$ cat src/rtl/arith_pkg.sv
// Shared types for the arith scheduler: op encoding, data width, in-flight stage record.
// Consumed by arith_sched and rr_arbiter (ARITH_SCHED_RR_EN selects the arbitration mode).
package arith_pkg;

  localparam int DATA_W     = 32;
  localparam int STAGE_ID_W = 3;

  typedef enum logic [1:0] {
    ARITH_ADD = 2'd0,
    ARITH_MUL = 2'd1,
    ARITH_EQ  = 2'd2,
    ARITH_NOP = 2'd3
  } arith_op_e;

  typedef struct packed {
    logic                  valid;
    logic [STAGE_ID_W-1:0] id;
    arith_op_e             op;
  } stage_t;

  // Picks the unit result that belongs to the op; reserved op yields zero.
  function automatic logic [DATA_W-1:0] select_result(input arith_op_e op,
                                                      input logic [DATA_W-1:0] sum,
                                                      input logic [DATA_W-1:0] mult,
                                                      input logic eq);
    logic [DATA_W-1:0] res;
    res = '0;
    case (op)
      ARITH_ADD: res = sum;
      ARITH_MUL: res = mult;
      ARITH_EQ:  res = {{(DATA_W-1){1'b0}}, eq};
      default:   res = '0;
    endcase
    return res;
  endfunction

endpackage

$ cat src/rtl/arith_sched_rr_arbiter.sv
// Requester arbiter: round-robin when ARITH_SCHED_RR_EN is defined, otherwise
// fixed priority with the lowest index winning and no pointer state.
module rr_arbiter
  import arith_pkg::*;
#(
  parameter int NUM_REQ = 4
) (
  input  logic               clk,
  input  logic               rst,
  input  logic [NUM_REQ-1:0] req,
  input  logic               advance,
  output logic [NUM_REQ-1:0] grant
);

`ifdef ARITH_SCHED_RR_EN
  localparam int PTR_W = (NUM_REQ > 1) ? $clog2(NUM_REQ) : 1;

  logic [PTR_W-1:0] ptr;
  logic [PTR_W-1:0] grant_idx;

  // Search starts at ptr and wraps; ptr always holds last winner + 1.
  always_comb begin
    int   idx;
    logic found;
    grant     = '0;
    grant_idx = '0;
    found     = 1'b0;
    idx       = 0;
    for (int off = 0; off < NUM_REQ; off++) begin
      idx = (int'(ptr) + off) % NUM_REQ;
      if (!found && req[idx]) begin
        grant[idx] = 1'b1;
        grant_idx  = PTR_W'(idx);
        found      = 1'b1;
      end
    end
  end

  always_ff @(posedge clk or negedge rst) begin
    if (!rst) begin
      ptr <= '0;
    end else if (advance) begin
      ptr <= (grant_idx == PTR_W'(NUM_REQ-1)) ? '0 : grant_idx + 1'b1;
    end
  end
`else
  logic unused_ok;

  assign grant     = req & (~req + NUM_REQ'(1));
  assign unused_ok = ^{clk, rst, advance};
`endif

endmodule

$ cat src/rtl/arith_sched.sv
// Shares one registered arith unit among NUM_REQ requesters with fixed 2-cycle latency.
// Arbitration mode is chosen by the ARITH_SCHED_RR_EN macro (see rr_arbiter).
module arith_sched
  import arith_pkg::*;
#(
  parameter int NUM_REQ = 4,
  parameter int ID_W    = $clog2(NUM_REQ)
) (
  input  logic                           clk,
  input  logic                           rst,
  input  logic [NUM_REQ-1:0]             req_valid,
  output logic [NUM_REQ-1:0]             req_ready,
  input  logic [NUM_REQ-1:0][DATA_W-1:0] req_a,
  input  logic [NUM_REQ-1:0][DATA_W-1:0] req_b,
  input  logic [NUM_REQ-1:0][1:0]        req_op,
  output logic [DATA_W-1:0]              unit_a,
  output logic [DATA_W-1:0]              unit_b,
  output logic [1:0]                     unit_op,
  input  logic [DATA_W-1:0]              unit_sum,
  input  logic [DATA_W-1:0]              unit_mult,
  input  logic                           unit_eq,
  output logic [NUM_REQ-1:0]             rsp_valid,
  output logic [DATA_W-1:0]              rsp_data,
  output logic                           rsp_err,
  output logic [ID_W-1:0]                rsp_id,
  output logic                           idle
);

  logic [NUM_REQ-1:0] grant;
  logic [ID_W-1:0]    grant_idx;
  logic               accept;
  stage_t             s1;
  stage_t             s2;
  logic [DATA_W-1:0]  s2_data;
  logic               unused_stage_bits;

  rr_arbiter #(.NUM_REQ(NUM_REQ)) u_arb (
    .clk     (clk),
    .rst     (rst),
    .req     (req_valid),
    .advance (accept),
    .grant   (grant)
  );

  // Grants are masked while reset is held so nobody sees an accept.
  assign req_ready = rst ? grant : '0;
  assign accept    = |req_ready;

  always_comb begin
    grant_idx = '0;
    for (int i = 0; i < NUM_REQ; i++) begin
      if (grant[i]) grant_idx = ID_W'(i);
    end
  end

  always_comb begin
    unit_a  = '0;
    unit_b  = '0;
    unit_op = ARITH_NOP;
    if (accept) begin
      unit_a  = req_a[grant_idx];
      unit_b  = req_b[grant_idx];
      unit_op = req_op[grant_idx];
    end
  end

  // Stage 1 waits for the unit register; stage 2 captures the selected result.
  always_ff @(posedge clk or negedge rst) begin
    if (!rst) begin
      s1      <= '0;
      s2      <= '0;
      s2_data <= '0;
    end else begin
      if (accept) begin
        s1.valid <= 1'b1;
        s1.id    <= STAGE_ID_W'(grant_idx);
        s1.op    <= arith_op_e'(req_op[grant_idx]);
      end else begin
        s1 <= '0;
      end
      s2      <= s1;
      s2_data <= s1.valid ? select_result(s1.op, unit_sum, unit_mult, unit_eq) : '0;
    end
  end

  always_comb begin
    rsp_valid = '0;
    if (s2.valid) rsp_valid[s2.id[ID_W-1:0]] = 1'b1;
  end

  assign rsp_data          = s2_data;
  assign rsp_id            = s2.valid ? s2.id[ID_W-1:0] : '0;
  assign rsp_err           = s2.valid && (s2.op == ARITH_NOP);
  assign idle              = !rst || (!s1.valid && !s2.valid && (req_valid == '0));
  assign unused_stage_bits = ^s2.id;

endmodule

$ cat config.mk
export PLATFORM = sky130hd
export DESIGN_NAME = arith_sched
export DESIGN_NICKNAME = d
export VERILOG_FILES = /design/src/rtl/arith_pkg.sv /design/src/rtl/arith_sched_rr_arbiter.sv /design/src/rtl/arith_sched.sv
export SDC_FILE = /design/constraint.sdc
export NUM_CORES = 1
export LEC_CHECK = 0
export ABC_AREA = 1
export ABC_CLOCK_PERIOD_IN_PS = 1200
export BUFFER_PORTS_ARGS = -buffer_cell sky130_fd_sc_hd__buf_4
export CORE_AREA = 2 2 174 176
export DETAILED_ROUTE_END_ITERATION = 8
export DIE_AREA = 0 0 176 178
export GPL_TIMING_DRIVEN = 0
export PLACE_DENSITY = 0.55
export SYNTH_ARGS = -nofsm -noshare
export SYNTH_HDL_FRONTEND = slang
export SYNTH_SLANG_ARGS = --single-unit
$ cat constraint.sdc
create_clock -name clk -period 1.2 [get_ports clk]
set_input_delay 0.18 -clock clk [delete_from_list [all_inputs] [get_ports clk]]
set_output_delay 0.18 -clock clk [all_outputs]
set_load 0.01 [all_outputs]
==> results of run 1 <==
## layout by cell type (no fill, tap or decap), types with 5 or more instances in the layout
cell type,n
nand2_1,167
nand3_2,71
clkbuf_16,20
inv_2,5
clkbuf_8,6
nand2_4,31
o21ai_1,13
clkbuf_4,6
nor2_4,8
a21oi_1,5
buf_8,16
buf_6,36
buf_4,444
nand3_1,64
nand2_2,74
clkbuf_2,13
dfrtp_1,38
o21ai_0,51
buf_12,6
inv_1,264
a21oi_2,90
## cell usage after synthesis, types with 2 or more instances
cell type  count  area [um^2]
nand2_1      272         1020
buf_4          2         15.0
inv_2          2         7.51
inv_1        268         1010
a21oi_1       97          485
dfrtp_1       42         1050
clkbuf_1      30          113
o21ai_0       51          255
buf_6          9          101
nor2_1        12         45.0
buf_2         22          110
buf_1          2         7.51
o21ai_1       13         65.1
nand3_1      138          691
## metrics by stage
stage / hold slack [ns] / TNS (ns)
5_1_grt: -0.246 / -42.31
3_3_place_gp: 0.225 / -78.22
2_1_floorplan: -0.116 / -1.23
3_5_place_dp: 0.219 / -79.21
4_1_cts: -0.249 / -40.11
6_report: -0.257 / -35.30
## per-layer routing
layer / up-vias / GRT usage (%)
met5: - / 0
met4: 4 / 4.20
met3: 42 / 3.77
met2: 331 / 31.9
met1: 3606 / 20.3
li1: 3855 / -
## area by class of cell
| cell class | count | area, um^2 |
|---|---|---|
| fill | 3201 | 18100 |
| timing repair buffer | 479 | 3960 |
| multi-input combinational | 590 | 3880 |
| sequential | 42 | 1060 |
| inverter | 270 | 1020 |
| buffer | 65 | 728 |
| tap | 390 | 488 |
| clock buffer | 6 | 139 |
| clock inverter | 2 | 12.5 |
## final timing paths
path	startpoint	endpoint	slack [ns]	depth (start not counted)
min	rst	rsp_data[18]	-0.26	1
min reg2reg	s1[3]	s2[3]	0.35	0
min in group clk	unit_sum[29]	rsp_data[29]	0.14	3
max	req_valid[0]	unit_b[0]	-0.53	10
max reg2reg	s1[0]	rsp_data[1]	-0.15	6
max in group asynchronous	rst	s2[2]	1.24	1
## flip-flops by register name, indices dropped and copies added (netlist names)
| signal | flops |
|---|---|
| s1 | 5 |
| rsp_data | 32 |
| s2 | 5 |
## power groups by stage
stage               clock (uW)  sequential, uW  combinational, uW
global placement             0            1590               3160
CTS                       1410            1570               3320
global route              1480            1590               4430
floorplan                    0            1630               1370
detailed placement           0            1590               3170
finish                    1370            1580               4100
## worst max-delay path, stage by stage
cell       delay, ns
buf_8           0.11
nor2_4          0.18
nand3_4         0.12
buf_12          0.16
buf_6           0.12
clkbuf_16       0.16
nand3_2         0.06
nand3_2         0.10
a21oi_4         0.21
buf_6           0.13
## cells by family (layout without fill, tap and decap cells)
logic type / count (synthesis) / count (layout) / share of synthesized area [%]
AND/OR/NAND/NOR: 427 / 427 / 35.7
buffers and inverters: 335 / 822 / 27.0
AO/OA/AOI/OAI: 163 / 163 / 16.3
flip-flops: 42 / 42 / 20.9
## what timing repair did
action | in CTS | in global routing
buffers inserted | 7 | 13
setup endpoints to repair | 112 | 110
pin swaps | 8 | 76
resized for setup | 98 | 353
gates cloned | 0 | 15
hold endpoints to repair | 42 | 42
==> impl_metrics.yaml, run 1 <==
logic_synthesis:
  synth_seq_area_share_pct: 20.9
  synthArstFlopShare_pct: 100
  synth_edf_count: 0
  ys.flop_type: "dfrtp_1"
  avgSynthCellArea_um2: 5.20
  synth.yosys.warnings: 0
  synth_nets: 1302
  syn_area_um2: 5030
  syn_inst: 967
  synth_cell_types: 21
  yosys_register_bits: 42
power_and_ir_drop:
  p_clk_share_pct: 19.4
  leakagePower_uw: 0.00633
  seqPwrFrac_pct: 22.4
  p_comb_share_pct: 58.1
  peakVddDrop_mv: 0.484
  switchingPower_uw: 2590
  power_uw: 7050
  p_per_area_nw_per_um2: 624
  swShare_pct: 36.8
  p_int_uw: 4460
timing:
  fin_ws_ns: -0.534
  hold_viol: 42
  tightestPinTransition_ns: 0.495
  fin_crit_sh_pct: 144
  fin_crit_ns: 1.73
  max_freq_ghz: 0.577
  final-setup-viol-count: 102
  report.final.slew_viol_count: 0
  hold_slack_ns: -0.257
  rsz0062_at_grt: "true"
  slew_headroom_pct: 67.0
  finClkSkew_ns: 0.00404
drt:
  wl_met3_mm: 2.13
  wire_per_inst_um: 16.8
  dr_wl_met2_mm: 15.6
  drt_wl_total_mm: 31.0
  first_pass_iters: 4
  top_layer: "met5"
  ant_nets: 0
  drt_iter0_markers: 262
  drt-met1-wl_mm: 12.5
  viasPerCell: 4.25
  drc: 0
  vias: 7838
clock_network:
  clk_latency_ns: 0.28
  cts_tree: "built"
  root_buffer: "clkbuf_16"
  clk_path_buf_depth: 2
  path_clk_slew_ns: 0.06
  h-tree-depth: 2
  clock-sinks: 42
  cts-buffers-inserted: 5
run_status:
  violations: "negative hold slack, negative setup slack"
  status: "complete, but fails checks"
placement:
  place_ws_ns: -1.14
  portBuffers: 444
  dp_cells: 1801
  gp_congestion: 0.910
  dp_hpwl_mm: 23.6
  placed_area_um2: 9090
grt:
  grt_antenna_before_repair: 2
  grt_usage_pct: 17.3
  grt_max_degree: 47
  grt-ovfl-total: 0
  grt_pass1_wl_mm: 41.9
  grt_pass1_vias: 7431
setup_path:
  startpoint_type: "input pin"
  criticalPathCategory: "input pin to output port"
  end_kind: "output port"
  cp_max_fo: 10
  worstPathArrival_ns: 1.55
  required_ns: 1.02
finish:
  fin_nets: 1788
  antennaDiodeCount: 0
  areaGrowthSynthToFinish_pct: 124
  stdcell_count: 1844
  design_area_um2: 11300
  utilization_pct: 38.4
  drive_above_1_share_pct: 58.3
floorplanning:
  row_count: 63
  die_h_um: 178
  dieArea_um2: 31300
  initial_utilization_pct: 17.1
  core_um2: 29400
  die_w_um: 176
  io_pins: 445
flow_run:
  cap_violations: 0
worst_hold_path:
  hp-class: "input pin to asynchronous set/reset pin"
No activity file was read; power rests on OpenSTA's default activity.
==> inputs of run 2 (changes only) <==
- ABC_AREA: 1 -> not set
- ABC_CLOCK_PERIOD_IN_PS: 1200 -> 1480
- CORE_AREA: 2 2 174 176 -> 2 2 173 175
- DIE_AREA: 0 0 176 178 -> 0 0 175 177
- PLACE_DENSITY: 0.55 -> 0.54
- clock period: 1.2 -> 1.48 ns (I/O delays scaled with it)
==> run 2 against run 1 <==
- the flow still finishes with violations (negative hold slack, negative setup slack)
- combinational power is 35% lower
- global-route usage rose by 0.27 points
- register-to-register slack improved by 0.28 ns
- die area decreased by 1.1%
- synthesized area fell by 10%
- core utilization fell by 5.0 points
- clock skew rose by 0.00080 ns
- count of clock-buffer cells in the layout unchanged
- setup slack improved by 0.24 ns
- sequential share of layout area rose by 1.4 points
- design area fell by 13%
- sequential cell count unchanged
==> impl_metrics.yaml, run 2 <==
run_status:
  status: "complete, but fails checks"
  violations: "negative hold slack, negative setup slack"
drt:
  first_pass_iters: 4
  drc: 0
  dr_wl_met2_mm: 14.9
  wl_met3_mm: 2.04
  drt_wl_total_mm: 29.1
  drt_iter0_markers: 260
  top_layer: "met4"
  ant_nets: 0
  drt-met1-wl_mm: 11.7
  wire_per_inst_um: 19.7
  vias: 6693
  viasPerCell: 4.54
timing:
  finClkSkew_ns: 0.00484
  fin_crit_ns: 1.77
  fin_crit_sh_pct: 120
  rsz0062_at_grt: "true"
  hold_slack_ns: -0.211
  fin_ws_ns: -0.289
  tightestPinTransition_ns: 0.504
  report.final.slew_viol_count: 0
  slew_headroom_pct: 66.4
  max_freq_ghz: 0.565
  final-setup-viol-count: 67
  hold_viol: 42
grt:
  grt_antenna_before_repair: 1
  grt_pass1_wl_mm: 41.5
  grt_pass1_vias: 6983
  grt-ovfl-total: 0
  grt_usage_pct: 17.6
  grt_max_degree: 49
floorplanning:
  row_count: 63
  die_h_um: 177
  die_w_um: 175
  core_um2: 29200
  dieArea_um2: 31000
  io_pins: 445
  initial_utilization_pct: 15.4
setup_path:
  required_ns: 1.26
  startpoint_type: "input pin"
  crit_slowest_cell: "nor4b_4"
  worstPathArrival_ns: 1.55
  criticalPathCategory: "input pin to output port"
  end_kind: "output port"
  max_stage_delay_ns: 0.25
  cp_max_fo: 6
  crit_family: "buffers and inverters"
  cp_num_buf_inv: 6
  cp_cell_sequence: "buf_8 > buf_12 > nor4b_4 > buf_4 > buf_12 > buf_8 > a22oi_2 > a21oi_2 > buf_4"
logic_synthesis:
  yosys-top-cells-count: "a21oi_1 (133), nand3b_1 (68), inv_1 (67)"
  synth_nets: 936
  syn_inst: 601
  yosysTopAreaCellShare_pct: 23.3
  yosysMostFrequentCell: "a21oi_1"
  syn_area_um2: 4510
  synth_edf_count: 0
  yosys_register_bits: 42
  avgSynthCellArea_um2: 7.51
  synth_top_area_cell: "dfrtp_1"
  synthArstFlopShare_pct: 100
  synth.yosys.warnings: 0
  ys.flop_type: "dfrtp_1"
  ys_top_cells_by_area: "dfrtp_1 (23%), a21oi_1 (15%), a22o_1 (13%)"
  synth_seq_area_share_pct: 23.3
  synth_cell_types: 29
clock_network:
  h-tree-depth: 2
  path_clk_slew_ns: 0.06
  cts_tree: "built"
  clk_path_buf_depth: 2
  clock-sinks: 42
  cts-buffers-inserted: 5
  clk_latency_ns: 0.29
  root_buffer: "clkbuf_16"
finish:
  final_cell_mix: "buf_4 (451), a21oi_1 (87), nand3b_1 (68)"
  n_fill_cell: 3123
  design_area_um2: 9770
  areaGrowthSynthToFinish_pct: 117
  final_common_cell: "buf_4"
  fin_nets: 1417
  stdcell_count: 1474
  largest_reg_flops: 32
  drive_above_1_share_pct: 58.5
  seq_area_um2: 1050
  multi_input_area_um2: 3300
power_and_ir_drop:
  leakagePower_uw: 0.00474
  p_per_area_nw_per_um2: 527
  peakVddDrop_mv: 0.508
placement:
  dp_hpwl_mm: 22.3
  place_ws_ns: -0.764
  placed_area_um2: 8470
  portBuffers: 443
  gp_congestion: 0.888
  dp_cells: 1434
worst_hold_path:
  hp-class: "input pin to asynchronous set/reset pin"
flow_run:
  cap_violations: 0
## run 2: cell count changes in the layout (fill, tap and decap cells not counted), moves of 44 or more
cell / previous run / this run
a21oi_1: 5 / 87
a21oi_2: 90 / 46
a22o_1: 0 / 65
inv_1: 264 / 67
nand2_1: 167 / 0
nand2_2: 74 / 2
nand3_1: 64 / 0
nand3_2: 71 / 1
nand3b_1: 0 / 68
o21ai_0: 51 / 1
## run 2: final cells by class
| type | instances | area share [%] |
|---|---|---|
| repair buffers | 475 | 39.8 |
| multi-input cells | 424 | 33.8 |
| flip-flops and latches | 42 | 10.8 |
| plain buffers | 66 | 6.27 |
| well taps | 390 | 4.99 |
| inverters | 68 | 2.66 |
| clock buffers | 6 | 1.32 |
| clock inverters | 2 | 0.384 |
| diodes | 1 | 0.0256 |
## run 2: metrics by stage
| stage | setup TNS [ns] | utilization [%] | power, uW |
|---|---|---|---|
| final | -15.44 | 33.4 | 5150 |
| after global routing | -21.59 | 33.4 | 5450 |
| after CTS | -16.09 | 32.6 | 5150 |
| after detailed placement | -51.29 | 29.0 | 3630 |
| after global placement | -48.97 | 29.0 | 3610 |
| after floorplan | 0 | - | 2240 |
## run 2: final timing paths
check | start | end | slack, ns | depth (start not counted)
worst max-delay path | req_valid[2] | unit_a[26] | -0.29 | 9
worst min-delay path | rst | rsp_data[17] | -0.21 | 1
worst max register to register | s1[0] | rsp_data[19] | 0.13 | 3
worst min register to register | s1[2] | s2[2] | 0.35 | 0
max in group asynchronous | rst | s2[5] | 1.43 | 1
min in group clk | unit_sum[22] | rsp_data[22] | 0.18 | 3
## run 2: cell families after synthesis
kind of cell | Yosys count | synth area share, %
buffers and inverters | 135 | 13.1
multiplexers | 32 | 7.10
flip-flops | 42 | 23.3
AND/OR/NAND/NOR | 125 | 17.4
AO/OA/AOI/OAI | 267 | 39.0
## run 2: worst reg2reg max path: cells and delay by family (launching register included)
kind | cells | cell delay (ns)
buffers and inverters | 1 | 0.33
and+or+nand+nor | 1 | 0.07
DFF | 1 | 0.53
muxes | 1 | 0.30
## run 2: metal layers
layer	GRT usage, %	vias up
met1	20.8	3165
met4	4.06	0
met5	0	-
li1	-	3170
met3	3.69	31
met2	32.4	327
## run 2: report_power, final
part           switching, uW  total (uW)  internal, uW
sequential              35.6        1260          1230
clock                    436        1230           796
combinational           1160        2660          1500
total                   1630        5150          3520
## run 2: what timing repair did
action                     CTS  global route
pin swaps                   15            28
gates resized for setup    143            46
setup endpoints to repair  105            73
hold endpoints to repair    42            42
gates cloned                 9             1
buffers inserted            19             4
==> inputs of run 3 (changes only) <==
- CAP_MARGIN: not set -> 40
- RECOVER_POWER: not set -> 25
==> run 3 against run 2 <==
- the flow still finishes with violations (negative hold slack, negative setup slack)
- hold slack got worse by 0.0040 ns
- total power increased by 0.98%
- count of clock-buffer cells in the layout unchanged
- clock skew rose by 0.00062 ns
- register-to-register slack got worse by 0.02 ns
- cell count increased by 0.14%
- routed wire length up 0.63%
- design area up 2.4%
- sequential cell count unchanged
- via count is 0.13% higher
- core utilization is 0.80 points higher
- global-route usage is essentially flat
- critical endpoint is now unit_a[22]
- largest cell class unchanged
==> impl_metrics.yaml, run 3 (synthesized netlist as in run 2, its figures left out) <==
timing:
  max_freq_ghz: 0.564
  report.final.slew_viol_count: 0
  tightestPinTransition_ns: 0.511
  fin_crit_ns: 1.77
  slew_headroom_pct: 65.9
  finClkSkew_ns: 0.00546
  final-setup-viol-count: 68
  fin_crit_sh_pct: 120
  hold_viol: 42
  rsz0062_at_grt: "true"
  fin_ws_ns: -0.292
  hold_slack_ns: -0.215
finish:
  final_cell_mix: "buf_4 (450), a21oi_1 (77), nand3b_1 (68)"
  n_fill_cell: 3109
  areaGrowthSynthToFinish_pct: 122
  final_common_cell: "buf_4"
  fin_nets: 1420
  largest_reg_flops: 32
  antennaDiodeCount: 0
  drive_above_1_share_pct: 61.3
  stdcell_count: 1476
floorplanning:
  die_h_um: 177
  initial_utilization_pct: 15.4
  die_w_um: 175
  dieArea_um2: 31000
  row_count: 63
  core_um2: 29200
  io_pins: 445
drt:
  wire_per_inst_um: 19.8
  ant_nets: 0
  drt_iter0_markers: 197
  drt_wl_total_mm: 29.3
  viasPerCell: 4.54
  first_pass_iters: 4
  vias: 6702
  drc: 0
worst_hold_path:
  hp-class: "input pin to asynchronous set/reset pin"
grt:
  grt_max_degree: 49
  grt_pass1_vias: 7021
  grt-ovfl-total: 0
  grt_usage_pct: 17.5
  grt_pass1_wl_mm: 41.6
  grt_antenna_before_repair: 0
clock_network:
  cts-buffers-inserted: 5
  h-tree-depth: 2
  clk_path_buf_depth: 2
  path_clk_slew_ns: 0.06
  clock-sinks: 42
  clk_latency_ns: 0.28
  root_buffer: "clkbuf_16"
  cts_tree: "built"
setup_path:
  worstPathArrival_ns: 1.55
  required_ns: 1.26
  r2r_start: "s1[0]"
  ff2ff_path_depth: 3
  end_kind: "output port"
  criticalPathCategory: "input pin to output port"
  cp_max_fo: 10
  startpoint_type: "input pin"
  worstSetupStartpoint: "req_valid[2]"
run_status:
  violations: "negative hold slack, negative setup slack"
  status: "complete, but fails checks"
placement:
  dp_cells: 1435
  gp_congestion: 0.888
  dp_hpwl_mm: 22.3
  portBuffers: 443
power_and_ir_drop:
  leakagePower_uw: 0.00479
  p_per_area_nw_per_um2: 520
  peakVddDrop_mv: 0.430
  power_uw: 5200
flow_run:
  cap_violations: 0
-- run 3: cell count changes in the layout (fill, tap and decap cells not counted), sizes merged --
cell | before | now
clkbuf | 32 | 37
buf | 513 | 512
diode | 1 | 0
bufbuf | 2 | 1
-- run 3: what timing repair did --
action / CTS / global route
buffers inserted: 15 / 10
setup endpoints to repair: 104 / 72
gates cloned: 8 / 5
hold endpoints to repair: 42 / 42
gates resized for setup: 163 / 71
pin swaps: 15 / 49
-- run 3: path summary, 6_finish.rpt --
kind,endpoint,slack (ns)
min,rsp_data[17],-0.21
min in group clk,rsp_data[22],0.18
max in group asynchronous,s2[2],1.46
min reg2reg,s2[2],0.35
max reg2reg,rsp_data[19],0.11
max,unit_a[22],-0.29
-- run 3: cell type report --
cell class,count,area [um^2],area share [%]
clock buffers,6,129,1.29
well taps,390,488,4.88
multi-input cells,424,3420,34.1
clock inverters,2,37.5,0.375
plain buffers,66,662,6.61
flip-flops and latches,42,1050,10.5
repair buffers,478,3960,39.6
inverters,68,260,2.60
-- run 3: routing by layer --
| metal | track usage, % | wire length (um) | up-vias |
|---|---|---|---|
| li1 | - | - | 3165 |
| met1 | 20.8 | 11900 | 3184 |
| met2 | 32.4 | 15100 | 323 |
| met3 | 3.22 | 1850 | 30 |
| met4 | 4.31 | 483 | 0 |
| met5 | 0 | 0 | - |
-- run 3: critical path: stages --
cell and delay, ns:
buf_8 0.10, buf_12 0.12, nor4b_4 0.29, buf_6 0.25, buf_8 0.16, a22oi_1 0.07, a21oi_1 0.16, buf_4 0.15
-- run 3: power by group --
group	leakage, uW	total [uW]	switching [uW]	internal, uW
logic	0.00417	2710	1180	1530
registers	0.000551	1260	34.6	1230
clock network	0.0000771	1230	437	796
-- run 3: per-stage QoR --
stage / instance area [um^2] / util [%] / TNS, ns / setup WS (ns)
after global routing: 10000 / 34.2 / -21.08 / -0.363
after detailed placement: 8480 / 29.0 / -49.42 / -0.769
after global placement: 8470 / 29.0 / -48.97 / -0.762
after CTS: 9590 / 32.8 / -13.87 / -0.272
after floorplan: 4660 / - / 0 / 0.0127
final: 10000 / 34.2 / -15.65 / -0.292
